==> config.mk <==
export PLATFORM = sky130hd
export DESIGN_NAME = mbus_uart_tx
export DESIGN_NICKNAME = d
export VERILOG_FILES = /design/src/rtl/mbus_uart_tx_pkg.sv /design/src/rtl/mbus_uart_tx_sync_fifo.sv /design/src/rtl/mbus_uart_tx.sv
export SDC_FILE = /design/constraint.sdc
export NUM_CORES = 1
export LEC_CHECK = 0
export BUFFER_PORTS_ARGS = -buffer_cell sky130_fd_sc_hd__buf_2
export CORE_MARGIN = 2
export CORE_UTILIZATION = 52
export CTS_BUF_LIST = sky130_fd_sc_hd__clkbuf_16
export CTS_CLUSTER_DIAMETER = 80
export DETAILED_ROUTE_END_ITERATION = 8
export GPL_ROUTABILITY_DRIVEN = 0
export GPL_TIMING_DRIVEN = 1
export PLACE_DENSITY = 0.83
export SYNTH_ARGS = -nofsm -noshare
export SYNTH_HDL_FRONTEND = slang
export SYNTH_SLANG_ARGS = --single-unit
==> constraint.sdc <==
create_clock -name clk -period 2.7 [get_ports clk]
set_input_delay 0.81 -clock clk [delete_from_list [all_inputs] [get_ports clk]]
set_output_delay 0.81 -clock clk [all_outputs]
set_load 0.02 [all_outputs]
==> src/rtl/mbus_uart_tx_pkg.sv <==
// Shared register offsets, status bit positions and FSM state codes for the
// memory-bus UART transmitter.
package mbus_uart_tx_pkg;

    localparam logic [1:0] REG_DR  = 2'd0;
    localparam logic [1:0] REG_SR  = 2'd1;
    localparam logic [1:0] REG_DIV = 2'd2;
    localparam logic [1:0] REG_CR  = 2'd3;

    localparam int SR_TXACT     = 0;
    localparam int SR_FULL      = 1;
    localparam int SR_EMPTY     = 2;
    localparam int SR_OVF       = 3;
    localparam int SR_COUNT_LSB = 8;

    // state    | meaning
    // ST_IDLE  | line high, waiting for enable & queued byte
    // ST_START | start bit (low) on the line
    // ST_DATA  | eight data bits, LSB first
    // ST_STOP  | stop bit (high); may chain straight into the next frame
    typedef enum logic [1:0] {
        ST_IDLE  = 2'd0,
        ST_START = 2'd1,
        ST_DATA  = 2'd2,
        ST_STOP  = 2'd3
    } uart_state_e;

endpackage

==> src/rtl/mbus_uart_tx_sync_fifo.sv <==
// Show-ahead synchronous FIFO; a push into a full FIFO is accepted only when
// a pop happens in the same cycle.
module sync_fifo #(
    parameter int DW = 8,
    parameter int AW = 2
) (
    input  logic          clk_i,
    input  logic          rst_n_i,
    input  logic          push_i,
    input  logic          pop_i,
    input  logic [DW-1:0] wdata_i,
    output logic [DW-1:0] rdata_o,
    output logic          full_o,
    output logic          empty_o,
    output logic [AW:0]   count_o
);
    localparam int DEPTH = 1 << AW;

    logic [DW-1:0] mem_q [DEPTH];
    logic [AW-1:0] wr_ptr_q;
    logic [AW-1:0] rd_ptr_q;
    logic [AW:0]   count_q;
    logic          do_push;
    logic          do_pop;

    assign empty_o = (count_q == '0);
    assign full_o  = (count_q == (AW+1)'(DEPTH));
    assign do_pop  = pop_i & ~empty_o;
    assign do_push = push_i & (~full_o | do_pop);
    assign rdata_o = mem_q[rd_ptr_q];
    assign count_o = count_q;

    always_ff @(posedge clk_i or negedge rst_n_i) begin
        if (!rst_n_i) begin
            wr_ptr_q <= '0;
            rd_ptr_q <= '0;
            count_q  <= '0;
        end else begin
            if (do_push) wr_ptr_q <= wr_ptr_q + 1'b1;
            if (do_pop)  rd_ptr_q <= rd_ptr_q + 1'b1;
            case ({do_push, do_pop})
                2'b10:   count_q <= count_q + 1'b1;
                2'b01:   count_q <= count_q - 1'b1;
                default: count_q <= count_q;
            endcase
        end
    end

    // Storage needs no reset: only entries below count are ever read.
    always_ff @(posedge clk_i) begin
        if (do_push) mem_q[wr_ptr_q] <= wdata_i;
    end

endmodule

==> src/rtl/mbus_uart_tx.sv <==
// Memory-bus UART transmitter: CPU-written bytes are queued and shifted out
// as 8N1 frames on txd, one bit per DIV+1 clocks.
module mbus_uart_tx
    import mbus_uart_tx_pkg::*;
#(
    parameter int          WIDTH       = 32,
    parameter int          FIFO_AW     = 2,
    parameter logic [15:0] DEFAULT_DIV = 16'd433
) (
    input  logic             clk,
    input  logic             reset,
    input  logic             cs,
    input  logic             wen,
    input  logic [1:0]       addr,
    input  logic [WIDTH-1:0] din,
    output logic [WIDTH-1:0] dout,
    output logic             txd,
    output logic             busy
);
    uart_state_e      state_q;
    logic [15:0]      cnt_q;
    logic [15:0]      div_q;
    logic [2:0]       bitcnt_q;
    logic [7:0]       shreg_q;
    logic             txd_q;
    logic             enable_q;
    logic             ovf_q;
    logic             ovf_d;

    logic             wr_en;
    logic             push;
    logic             pop;
    logic             txact;
    logic             bit_end;
    logic [7:0]       fifo_rdata;
    logic             fifo_full;
    logic             fifo_empty;
    logic [FIFO_AW:0] fifo_count;
    logic             unused_din;

    assign wr_en      = cs & wen;
    assign push       = wr_en & (addr == REG_DR);
    assign txact      = (state_q != ST_IDLE);
    assign bit_end    = (cnt_q == 16'd0);
    assign pop        = enable_q & ~fifo_empty &
                        ((state_q == ST_IDLE) | ((state_q == ST_STOP) & bit_end));
    assign txd        = txd_q;
    assign busy       = txact | ~fifo_empty;
    assign unused_din = ^din[WIDTH-1:16];

    sync_fifo #(.DW(8), .AW(FIFO_AW)) u_fifo (
        .clk_i   (clk),
        .rst_n_i (reset),
        .push_i  (push),
        .pop_i   (pop),
        .wdata_i (din[7:0]),
        .rdata_o (fifo_rdata),
        .full_o  (fifo_full),
        .empty_o (fifo_empty),
        .count_o (fifo_count)
    );

    // A dropped push outranks a same-cycle clear so an overflow is never lost.
    always_comb begin
        ovf_d = ovf_q;
        if (wr_en && addr == REG_SR && din[SR_OVF]) ovf_d = 1'b0;
        if (push && fifo_full && !pop)              ovf_d = 1'b1;
    end

    always_ff @(posedge clk or negedge reset) begin
        if (!reset) begin
            div_q    <= DEFAULT_DIV;
            enable_q <= 1'b1;
            ovf_q    <= 1'b0;
        end else begin
            ovf_q <= ovf_d;
            if (wr_en && addr == REG_DIV) div_q    <= din[15:0];
            if (wr_en && addr == REG_CR)  enable_q <= din[0];
        end
    end

    always_ff @(posedge clk or negedge reset) begin
        if (!reset) begin
            state_q  <= ST_IDLE;
            cnt_q    <= 16'd0;
            bitcnt_q <= 3'd0;
            shreg_q  <= 8'd0;
            txd_q    <= 1'b1;
        end else begin
            case (state_q)
                ST_IDLE: begin
                    if (pop) begin
                        shreg_q <= fifo_rdata;
                        txd_q   <= 1'b0;
                        cnt_q   <= div_q;
                        state_q <= ST_START;
                    end
                end
                ST_START: begin
                    if (bit_end) begin
                        txd_q    <= shreg_q[0];
                        shreg_q  <= {1'b0, shreg_q[7:1]};
                        bitcnt_q <= 3'd0;
                        cnt_q    <= div_q;
                        state_q  <= ST_DATA;
                    end else begin
                        cnt_q <= cnt_q - 16'd1;
                    end
                end
                ST_DATA: begin
                    if (bit_end) begin
                        cnt_q <= div_q;
                        if (bitcnt_q == 3'd7) begin
                            txd_q   <= 1'b1;
                            state_q <= ST_STOP;
                        end else begin
                            txd_q    <= shreg_q[0];
                            shreg_q  <= {1'b0, shreg_q[7:1]};
                            bitcnt_q <= bitcnt_q + 3'd1;
                        end
                    end else begin
                        cnt_q <= cnt_q - 16'd1;
                    end
                end
                ST_STOP: begin
                    if (bit_end) begin
                        if (pop) begin
                            shreg_q <= fifo_rdata;
                            txd_q   <= 1'b0;
                            cnt_q   <= div_q;
                            state_q <= ST_START;
                        end else begin
                            state_q <= ST_IDLE;
                        end
                    end else begin
                        cnt_q <= cnt_q - 16'd1;
                    end
                end
                default: state_q <= ST_IDLE;
            endcase
        end
    end

    always_comb begin
        dout = '0;
        case (addr)
            REG_SR: begin
                dout[SR_COUNT_LSB +: FIFO_AW+1] = fifo_count;
                dout[SR_OVF]   = ovf_q;
                dout[SR_EMPTY] = fifo_empty;
                dout[SR_FULL]  = fifo_full;
                dout[SR_TXACT] = txact;
            end
            REG_DIV: dout[15:0] = div_q;
            REG_CR:  dout[0]    = enable_q;
            default: dout = '0;
        endcase
    end

endmodule

## Word level (Yosys, flattened, before mapping)

Memory sizes are Yosys's and may differ from the RTL's.
Cells that the tools add are included.

| storage, ports and cells | value |
|---|---|
| flip-flop bits (word level) | 55 |
| RAM bits | 32 |
| input port bits | 38 |
| output and inout bits | 34 |
| logic and storage cells | 103 |
| memories kept | 1 |

| operators by class | value |
|---|---|
| add/sub/neg operators | 6 |
| equal/unequal tests | 16 |
| muxes and demuxes | 37 |
| bitwise gates (word level) | 12 |
| reduce and logical (&&, ||, !) cells | 20 |

Memories:

| memory | depth | bits a word | rd ports | clocked after Yosys merged registers in | write ports | RTL line | text |
|---|---|---|---|---|---|---|---|
| u_fifo.mem_q | 4 | 8 | 1 | 0 | 1 | mbus_uart_tx_sync_fifo.sv:19 | `logic [DW-1:0] mem_q [DEPTH];` |

Operators by type and width:

| operator | number |
|---|---|
| $mux 16 | 3 |
| $pmux 16 s3 | 1 |
| $mux 8 | 5 |
| $pmux 8 s4 | 1 |
| $pmux 3 s2 | 4 |
| $logic_not 16->1 | 1 |
| $sub 16x1->16 const B | 1 |
| $ne 2x2->1 const B | 6 |
| $eq 2x2->1 const B | 5 |
| $mux 1 | 10 |
| $mux 2 | 5 |
| $mux 3 | 3 |
| $pmux 2 s4 | 1 |
| $reduce_and 4->1 | 2 |
| $reduce_bool 2->1 | 4 |
| $and 1x1->1 | 7 |
| $add 3x1->3 const B | 2 |
| $eq 2x1->1 const B | 3 |
| $eq 3x3->1 const B | 2 |
| $logic_and 1x1->1 | 6 |
| $mux 5 | 1 |
| $reduce_and 5->1 | 1 |
| $add 2x1->2 const B | 2 |
| $logic_not 2->1 | 2 |
| other kinds (10) | 13 |

## Depth between registers and ports, before layout

| depth | value |
|---|---|
| depth after elaboration | 9 |
| mapped depth | 12 |

## Hierarchy

Synthesis repeated with hierarchy kept, for this count alone.

| unflattened totals | value |
|---|---|
| cells, all modules | 398 |
| area, all modules | 4820.9 sq um |

Modules (own cells, without submodules):

| module | instances | cells an instance | area an instance (sq um) |
|---|---|---|---|
| mbus_uart_tx | 1 | 304 | 3151.8 |
| sync_fifo | 1 | 94 | 1669.1 |

## Worst setup path before layout

Ideal clock, no wire load.

| timing | value |
|---|---|
| path kind | register to register |
| from | reg cnt_q[6] |
| to | reg u_fifo.count_q[2], in the netlist u_fifo.count_o[2] |
| library setup time | 79 ps |
| arrival | 2875 ps |
| required time | 2621 ps |
| path slack | -254 ps |
| cell stages (with the launch flop) | 11 |
| path buffers | 3 |
| period minus slack after synthesis | 2954 ps |
| cells stage by stage | dfrtp_1 > or4_1 > buf_6 > nor4_4 > o21a_4 > buf_12 > buf_12 > nand2_1 > fa_1 > o41ai_1 > xor2_1 |

| on the way | value |
|---|---|
| cells in the longest elaborated chain, start to end | 9 |

Ends and longest elaborated chain:

| element | RTL line | text |
|---|---|---|
| start, declared | mbus_uart_tx.sv:21 | `logic [15:0] cnt_q;` |
| start signal, assigned | mbus_uart_tx.sv:95 | `cnt_q <= div_q;` |
| start signal, assigned | mbus_uart_tx.sv:104 | `cnt_q <= div_q;` |
| start signal, assigned | mbus_uart_tx.sv:107 | `cnt_q <= cnt_q - 16'd1;` |
| $logic_not 16->1 (*) | mbus_uart_tx.sv:44 | `assign bit_end = (cnt_q == 16'd0);` |
| $and 1x1->1 (*) | mbus_uart_tx.sv:46 | `((state_q == ST_IDLE) \| ((state_q == ST_STOP) & bit_end));` |
| $or 1x1->1 (*) | mbus_uart_tx.sv:46 |  |
| $and 1x1->1 (*) | mbus_uart_tx.sv:45 | `assign pop = enable_q & ~fifo_empty &` |
| $and 1x1->1 (*) | mbus_uart_tx_sync_fifo.sv:28 | `assign do_pop = pop_i & ~empty_o;` |
| $or 1x1->1 | mbus_uart_tx_sync_fifo.sv:29 | `assign do_push = push_i & (~full_o \| do_pop);` |
| $and 1x1->1 | mbus_uart_tx_sync_fifo.sv:29 |  |
| $eq 2x1->1 or $eq 2x2->1 (tied branches) | mbus_uart_tx_sync_fifo.sv:41 | `case ({do_push, do_pop})` |
| $pmux 3 s2 or $reduce_bool 2->1 (tied branches) | n/a |  |
| end signal, assigned | mbus_uart_tx_sync_fifo.sv:42 | `2'b10: count_q <= count_q + 1'b1;` |
| end signal, assigned | mbus_uart_tx_sync_fifo.sv:43 | `2'b01: count_q <= count_q - 1'b1;` |
| end signal, assigned | mbus_uart_tx_sync_fifo.sv:44 | `default: count_q <= count_q;` |
| end, declared | mbus_uart_tx_sync_fifo.sv:22 | `logic [AW:0] count_q;` |

Mark *: on every way between the ends. The rest lies on a longest branch, timed or not.
A chain may end at the register's enable or synchronous reset.

## Worst setup path in the final report

| timing | value |
|---|---|
| from | in addr[0] |
| to | out dout[1] |

| on the way | value |
|---|---|
| cells in the longest elaborated chain, start to end | 2 |

Ends and longest elaborated chain:

| element | RTL line | text |
|---|---|---|
| start, declared | mbus_uart_tx.sv:14 | `input logic [1:0] addr,` |
| $eq 2x2->1 or $eq 2x1->1 (tied branches) | mbus_uart_tx.sv:146 | `case (addr)` |
| $pmux 3 s2 (*) | mbus_uart_tx.sv:146 |  |
| end, declared | mbus_uart_tx.sv:16 | `output logic [WIDTH-1:0] dout,` |

Marks and branches as above.

==> flow_summary.ini <==
[final_layout]
area_growth_syn_to_layout_pct = 14.7
final_nets = 506
multi_input_area_mm2 = 0.00224
num_antenna_cells = 0
seq_area_mm2 = 0.00235
drive_gt1_frac = 0.319
fill_cells = 641

[synthesis]
synth_area_mm2 = 0.00477
yosys-top-cells-count = 48 x dfrtp_1, 32 x edfxtp_1, 27 x mux2_2
synthCells = 391
ys_ff_latch = 87
synth_warnings = 0
synth.top_cells.by_area = dfrtp_1 25%, edfxtp_1 20%, mux2_2 6.4%
yosysMostFrequentCell = dfrtp_1
ys_seq_area_frac = 0.492
synth_largest_area_cell = dfrtp_1
ys.flop_type = dfrtp_1
avgSynthCellArea_um2 = 12.2
synth_edf_count = 32
async_flop_share = 0.632
synth_cell_type_count = 65
synth_top_area_share = 0.252

[critical_path]
r2r_cells = 9
critPathBufInv = 4
startpoint = addr[0]
crit_end = dout[1]
worstReg2RegStart = cnt_q[1]
cp_top_family = buffers and inverters
path_max_fanout = 15
crit_chain = buf_2 -> inv_1 -> ha_2 -> buf_12 -> a22oi_1 -> nor2b_1 -> buf_2
worstPathArrival_ns = 1.80
slowest_delay_ns = 0.23
cp.required_ns = 1.89
r2r_end = u_fifo.count_o[2]
cp-end-kind = output port
critical_path_class = input port to output port
cp_slowest_cell = ha_2
r2r_setup_slack_ns = 0.12
path_depth = 7
crit_top_cell = buf_2
crit_path_start_kind = input port

[sta]
max_freq_mhz = 383
tightest_slew_ns = 0.798
fin_setup_tns_ns = 0
worst_clock_skew_ns = 0.00421
setup_viol = 0
hold_viol = 0
rsz0062_at_grt = no
report.final.slew_viol_count = 0
max_slew_margin = 0.466
fin_crit_sh = 0.968
period_needed_ns = 2.61

[drt]
wl_per_cell_um = 17.8
totalWireLength_um = 9980
vias = 3344
drc = 0
via_per_inst = 5.95
drtPass1Iterations = 5
ant_nets = 0
drt-initial-drc-count = 234

[clock_network]
numCtsBuffers = 9
clkTransAtPathRegs_ns = 0.06
clockRootBuffer = clkbuf_16
cts_tree = yes
holdBufCountCts = 0
insertion_delay_ns = 0.33
clk_path_buf_depth = 2
cts_htree_levels = 3
clock_sinks = 87

[pwr]
internal_power_mw = 3.62
pwr-share-seq = 0.339
p_comb_frac = 0.475
power.switching_mw = 2.34
power_mw = 5.96
power.density_mw_per_mm2 = 1090
p_leak_nw = 2.26
swShare = 0.393
peakVddDrop_uv = 507
clockPowerShare = 0.186

[outcome]
run_status = complete, no violations

[die]
core-area_mm2 = 0.00881
rows = 34
die_x_um = 99.8
die_h_um = 99.8
die_area_mm2 = 0.00996
top_level_ports = 72
start_util = 0.542

[global_route]
grt_max_degree = 27
use_met1 = 0.292
grt_use_total = 0.214
grt.busiest_layer = met2
overflow = 0
grt_pass1_wl_um = 16800
use_met3 = 0.0508
grtUsageMet2 = 0.336
antenna_found_initial = 0
grt_pass1_vias = 3381

[worst_hold_path]
hp-class = input port to async pin

[run]
drv_cap = 0

[placed_design]
place_hpwl_um = 7010
port_buffers = 39
[state kept, by name, summed over array words and instances (netlist names), named ones only]
signal and count:
u_fifo.mem_q 32, div_q 16, cnt_q 15, shreg_q 8
bitcnt_q 3, u_fifo.count_o 3, state_q 2, u_fifo.rd_ptr_q 2
u_fifo.wr_ptr_q 2, enable_q 1, ovf_q 1, txd 1
[kinds of logic (layout without fill, tap and decap cells)]
| logic type | Yosys count | count (layout) | synth area share |
|---|---|---|---|
| AND/OR/NAND/NOR | 104 | 104 | 0.124 |
| flip-flops | 87 | 87 | 0.492 |
| AO/OA/AOI/OAI | 62 | 62 | 0.103 |
| multiplexers | 51 | 51 | 0.137 |
| buffers and inverters | 50 | 98 | 0.0616 |
| adder cells (fa/ha/maj) | 19 | 19 | 0.0514 |
| XOR/XNOR | 17 | 17 | 0.0312 |
| other | 1 | 16 | 0.000786 |
[metrics by stage]
| step | utilization | hold slack [ns] | setup slack, ns | cell area, µm² | cells |
|---|---|---|---|---|---|
| CTS | 0.619 | 0.490 | 0.0297 | 5450 | 562 |
| global placement | 0.589 | 0.468 | 0.0716 | 5180 | 546 |
| global route | 0.622 | 0.506 | 0.00709 | 5470 | 562 |
| floorplan | - | 0.449 | -0.203 | 4850 | 406 |
| finish | 0.622 | 0.479 | 0.0857 | 5470 | 562 |
| detailed placement | 0.589 | 0.479 | 0.0564 | 5180 | 546 |
[routing by layer]
layer,part of all wire,vias to the layer above
li1,-,1539
met2,0.47,130
met1,0.44,1655
met4,0.019,0
met3,0.063,20
met5,0,-
[cell type report]
type                    count  area share
flip-flops and latches     87       0.429
well taps                 108      0.0247
repair buffers             67      0.0791
inverters                  15      0.0103
clock inverters             7     0.00754
multi-input cells         269       0.408
clock buffers               9      0.0411
[power groups by stage]
stage	logic (mW)	clock network [mW]	registers, mW
floorplan	2.20	0	1.93
global placement	2.64	0	2.01
global route	3.12	1.19	2.07
detailed placement	2.74	0	2.04
finish	2.83	1.11	2.02
CTS	2.77	1.12	2.02
[worst min path at each step]
stage,end,slack (ns),start,depth (start not counted)
2_1_floorplan,ovf_q,0.45,ovf_q,2
3_3_place_gp,bitcnt_q[1],0.47,bitcnt_q[1],2
3_5_place_dp,shreg_q[2],0.48,shreg_q[2],1
4_1_cts,txd,0.49,txd,2
5_1_grt,shreg_q[4],0.51,shreg_q[4],1
6_report,async pin,0.48,reset,1
[cell usage in the layout (no fill, tap or decap), drive strengths merged, types with 8 or more instances in the layout]
cell type,count
o21ai,13
mux2i,9
o22ai,8
conb,16
buf,67
nor2,15
mux2,34
mux4,8
edfxtp,32
and2,13
nand2,25
inv,18
xnor2,12
ha,18
dfrtp,48
clkbuf,9
[timing repair]
action / in CTS / in global routing
endpoints found under the setup margin: 0 / 48
gates resized for setup: 0 / 8
buffers inserted: 0 / 0
Note: power is estimated with default switching activity, not from simulation.
